`src/rtl/fd_scan_controller.sv`:
```
// rtl/fd_scan_controller.sv - FAST9 scan sequencer: walks interior pixels, drives fetches, streams corners
module fd_scan_controller #(
    parameter int IMG_W  = 160,
    parameter int IMG_H  = 120,
    parameter int BORDER = 3,
    parameter int ADDR_W = 15
) (
    input  logic              clock,
    input  logic              nReset,
    input  logic              start,
    output logic              busy,
    output logic              done,
    output logic [ADDR_W-1:0] refAddr,
    output logic [4:0]        adjNumber,
    output logic [4:0]        regAddr,
    output logic              readen,
    input  logic              isCorner,
    output logic              cornerValid,
    output logic [ADDR_W-1:0] cornerAddr,
    input  logic              cornerReady,
    output logic [15:0]       cornerCount
);

    localparam int CW = (IMG_W > 2) ? $clog2(IMG_W) : 1;
    localparam int RW = (IMG_H > 2) ? $clog2(IMG_H) : 1;

    localparam logic [CW-1:0]     COL_FIRST  = CW'(BORDER);
    localparam logic [CW-1:0]     COL_LAST   = CW'(IMG_W - 1 - BORDER);
    localparam logic [RW-1:0]     ROW_FIRST  = RW'(BORDER);
    localparam logic [RW-1:0]     ROW_LAST   = RW'(IMG_H - 1 - BORDER);
    localparam logic [ADDR_W-1:0] ADDR_FIRST = ADDR_W'(BORDER * IMG_W + BORDER);
    // Jump from the last interior column of one row to the first of the next.
    localparam logic [ADDR_W-1:0] ROW_STEP   = ADDR_W'(2 * BORDER + 1);
    localparam logic [4:0]        ADJ_LAST   = 5'd16;

    generate
        if (IMG_W <= 2 * BORDER || IMG_H <= 2 * BORDER) begin : g_bad_geometry
            $error("fd_scan_controller: image must be larger than twice BORDER in both dimensions");
        end
        if (IMG_W * IMG_H > (1 << ADDR_W)) begin : g_bad_addr_w
            $error("fd_scan_controller: ADDR_W too small for IMG_W*IMG_H");
        end
    endgenerate

    typedef enum logic [2:0] {
        IDLE,
        FETCH,
        DRAIN,
        EVAL,
        EMIT,
        NEXT,
        FIN
    } state_t;

    state_t        state;
    logic [CW-1:0] col;
    logic [RW-1:0] row;

    always_ff @(posedge clock) begin
        if (!nReset) begin
            state       <= IDLE;
            col         <= '0;
            row         <= '0;
            busy        <= 1'b0;
            done        <= 1'b0;
            refAddr     <= '0;
            adjNumber   <= '0;
            regAddr     <= '0;
            readen      <= 1'b0;
            cornerValid <= 1'b0;
            cornerAddr  <= '0;
            cornerCount <= '0;
        end else begin
            // Register-file write side trails the fetch side by the SRAM read latency.
            readen  <= (state == FETCH);
            regAddr <= adjNumber;
            done    <= 1'b0;

            case (state)
                IDLE: begin
                    if (start) begin
                        row         <= ROW_FIRST;
                        col         <= COL_FIRST;
                        refAddr     <= ADDR_FIRST;
                        adjNumber   <= '0;
                        cornerCount <= '0;
                        busy        <= 1'b1;
                        state       <= FETCH;
                    end
                end

                FETCH: begin
                    if (adjNumber == ADJ_LAST) begin
                        adjNumber <= '0;
                        state     <= DRAIN;
                    end else begin
                        adjNumber <= adjNumber + 5'd1;
                    end
                end

                DRAIN: state <= EVAL;

                EVAL: begin
                    if (isCorner) begin
                        cornerValid <= 1'b1;
                        cornerAddr  <= refAddr;
                        state       <= EMIT;
                    end else begin
                        state <= NEXT;
                    end
                end

                EMIT: begin
                    if (cornerReady) begin
                        cornerValid <= 1'b0;
                        if (cornerCount != 16'hFFFF) begin
                            cornerCount <= cornerCount + 16'd1;
                        end
                        state <= NEXT;
                    end
                end

                NEXT: begin
                    if (row == ROW_LAST && col == COL_LAST) begin
                        busy  <= 1'b0;
                        done  <= 1'b1;
                        state <= FIN;
                    end else if (col == COL_LAST) begin
                        col     <= COL_FIRST;
                        row     <= row + RW'(1);
                        refAddr <= refAddr + ROW_STEP;
                        state   <= FETCH;
                    end else begin
                        col     <= col + CW'(1);
                        refAddr <= refAddr + ADDR_W'(1);
                        state   <= FETCH;
                    end
                end

                FIN: state <= IDLE;

                default: state <= IDLE;
            endcase
        end
    end

endmodule

```
`config.mk`:
```
export PLATFORM = sky130hd
export DESIGN_NAME = fd_scan_controller
export DESIGN_NICKNAME = d
export VERILOG_FILES = /design/src/rtl/fd_scan_controller.sv
export SDC_FILE = /design/constraint.sdc
export NUM_CORES = 1
export LEC_CHECK = 0
export BUFFER_PORTS_ARGS = -buffer_cell sky130_fd_sc_hd__clkbuf_2
export CAP_MARGIN = 20
export CORE_AREA = 8 8 92 94
export DETAILED_ROUTE_END_ITERATION = 8
export DIE_AREA = 0 0 100 102
export GPL_ROUTABILITY_DRIVEN = 1
export PLACE_DENSITY = 0.89
export SLEW_MARGIN = 15
export SYNTH_ARGS = -nofsm -noshare
export SYNTH_HDL_FRONTEND = slang
export SYNTH_SLANG_ARGS = --single-unit
```
`constraint.sdc`:
```
create_clock -name clock -period 3.4 [get_ports clock]
set_clock_uncertainty 0.1 [all_clocks]
set_input_delay 0 -clock clock [delete_from_list [all_inputs] [get_ports clock]]
set_output_delay 0 -clock clock [all_outputs]
set_load 0.03 [all_outputs]
```
==> qor.yml <==
antenna-diode-count: 0
drcViolationCount: 0
setup-tns-final_ps: 0
maxCapViolCount: 0
hold_buffers: 2
wl_met3_um: 726
hold_viol: 0
ys_seq_area_share_pct: 41.0
critPathLaunchType: "flip-flop"
cts_tree: "yes"
die_width_um: 100
arrival_ps: 3220
end_kind: "flip-flop"
path_clk_slew_ps: 80
rsz0062_at_grt: "no"
rows: 31
drt_first_pass_iters: 5
avgSynthCellArea_um2: 8.47
synth.most_common_cell: "dfxtp_1"
synthSimpleGateAreaFrac_pct: 25.7
min_path_cells: 3
antenna_found_initial: 0
cts_made_buffers: 9
max_freq_ghz: 0.329
r2r-start: "col[0]$_SDFFE_PN0P_"
synth_compound_area_share_pct: 20.7
ir_worst_vdd_uv: 238
critPathMaxFanout: 8
initial_core_util_pct: 54.0
wl_per_cell_um: 16.1
syn_nets: 465
synth_cells: 450
grt_overflow: 0
cts.sinks: 78
required_ps: 3580
min_path_type: "primary input to flip-flop"
gp_congestion: 0.985
ys_types: 67
finalSetupViolCount: 0
r2r-end: "refAddr[12]$_SDFFE_PN0P_"
drtIter0Drc: 330
fin_crit_sh_pct: 89.5
track_usage_pct: 19.8
io_pins: 65
drtAntennaViolNets: 0
slew_violations: 0
ys_seq_elements: 78
yosys.area_share.xor_xnor_pct: 3.45
synth_top_family_by_area: "simple AND/OR/NAND/NOR gates"
tightest_slew_ps: 881
fin_area_um2: 4410
htreeDepth: 3
hold_end: "state[1]$_SDFFE_PN0P_"
coreArea_um2: 7060
hpwl_um: 6810
synthTopCellsByCount: "78 x dfxtp_1, 57 x nand2_1, 35 x a21oi_1"
syn_to_final_growth_pct: 15.8
yosysTopAreaCell: "dfxtp_1"
grt_pass1_wl_um: 16400
top_layer: "met4"
synth-warning-count: 0
synth_top_cells_by_area: "dfxtp_1 41%, nand2_1 5.6%, a21oi_1 4.6%"
synth_fa_ha_area_share_pct: 3.48
nNetsFinal: 522
first_global_vias: 3392
synth_area_um2: 3810
wl_met1_um: 4060
port_buffers: 64
drt-vias-per-instance: 5.94
synth_edf_count: 0
die_area_um2: 10200
die_h_um: 102
power.total_mw: 2.00
crit_chain: "inv_1 > ha_1 > nand4_1 > or4_1 > inv_2 > fa_1 > a21o_1 > and2_1 > o211ai_1 > or4_1 > a21oi_1"
routed_wl_um: 9820
p_per_area_nw_per_um2: 454
clk_latency_ps: 360
synth_flop_cell: "dfxtp_1"
grt_max_degree: 23
min_period_ps: 3040
hold_start: "start"
critPathSlowestCell: "or4_1"
reg2reg_slack_ps: 360
whs_ps: 10.9
wl_met2_um: 4830
cts_root_buf: "clkbuf_8"
async_flop_share_pct: 0
synthMuxAreaShare_pct: 0.788
dr_total_vias: 3632
synth_top_area_share_pct: 41.0
fin_util_pct: 62.5
p_leak_nw: 1.66
dpl_cell_area_um2: 4170
reg2reg_depth: 11
crit_top_cell: "or4_1"
cts-resized-gates: 0
drive_gt1_share_pct: 19.9
max-slew-margin-rel_pct: 41.1
slowest_delay_ps: 610
path_class: "flip-flop to flip-flop"
status: "finished clean"
cts_buffer_depth: 2
post_cts_buffers: 0
through the flow:
stage,setup WS [ps],std cells
after CTS,378,611
after global placement,561,593
after detailed placement,411,593
after floorplan,746,450
final,356,611
after global routing,135,611
per-layer routing:
metal  GRT usage, %  vias up
li1               -     1745
met1           23.2     1731
met2           34.0      138
met3           4.22       18
met4           8.95        0
met5              0        -
state kept, by name, indices dropped and copies added, names as in the netlist, 3 cells and up:
name and count:
adjNumber 5, col 8, cornerAddr 15, cornerCount 16
refAddr 15, regAddr 5, row 7, state 3
worst max-delay path, delay by kind of cell, from the launching register on:
family | cells | cell delay, ps
AOI/OAI and AO/OA | 3 | 450
buffers and inverters | 2 | 280
and+or+nand+nor | 4 | 1400
adders and majority gates | 2 | 390
DFF | 1 | 350
cell usage in the layout, fill, tap and decap left out, types with 2 or more instances in the layout:
cell            n
a311oi_2        2
or2_2           2
xnor2_1         8
clkbuf_8        9
nand2b_1        2
o211ai_1        9
a21o_1          6
clkbuf_2       64
a21oi_1        35
nand2_1        57
nor2_1         29
clkinvlp_4      2
o21ai_0        19
and4_1          3
buf_4           4
mux2i_1         3
ha_1            9
nor4_1          4
inv_1          18
dlygate4sd3_1   2
nor2b_1         3
xor2_1          7
nand3_1        19
or3_1           8
nand3b_1        3
nor3_1         12
nand4_1         9
or4_1           5
o31ai_1         3
o2111ai_1       3
dfxtp_1        78
bufinv_16       2
a211oi_1       10
and2_1          9
a31oi_1         6
nor3_2          2
o21a_1          4
and3_1          7
a31o_2          2
a221oi_1        2
report_power, final:
group | switching [mW] | total (mW) | internal, mW
clock | 0.360 | 0.776 | 0.416
sequential | 0.0455 | 0.987 | 0.941
combinational | 0.160 | 0.238 | 0.0777
layout make-up:
class	instances	area, µm²
multi-input combinational	329	2060
clock inverter	7	97.6
fill	613	2650
timing repair buffer	70	370
clock buffer	9	124
sequential	78	1560
inverter	19	71.3
tap	99	124
worst max path at each step:
stage / startpoint / to / depth (start not counted)
final: col[0]$_SDFFE_PN0P_ / refAddr[12]$_SDFFE_PN0P_ / 11
after global routing: col[0]$_SDFFE_PN0P_ / refAddr[11]$_SDFFE_PN0P_ / 11
after CTS: col[0]$_SDFFE_PN0P_ / refAddr[10]$_SDFFE_PN0P_ / 11
after detailed placement: col[0]$_SDFFE_PN0P_ / refAddr[10]$_SDFFE_PN0P_ / 11
after global placement: col[0]$_SDFFE_PN0P_ / refAddr[12]$_SDFFE_PN0P_ / 11
after floorplan: col[0]$_SDFFE_PN0P_ / refAddr[12]$_SDFFE_PN0P_ / 12
cell families after synthesis:
| group | count (synthesis) |
|---|---|
| AO/OA/AOI/OAI | 116 |
| XOR/XNOR | 15 |
| adder cells (fa/ha/maj) | 10 |
| buffers and inverters | 43 |
| flip-flops | 78 |
| multiplexers | 3 |
| AND/OR/NAND/NOR | 185 |
No activity file was read; power rests on OpenSTA's default activity.
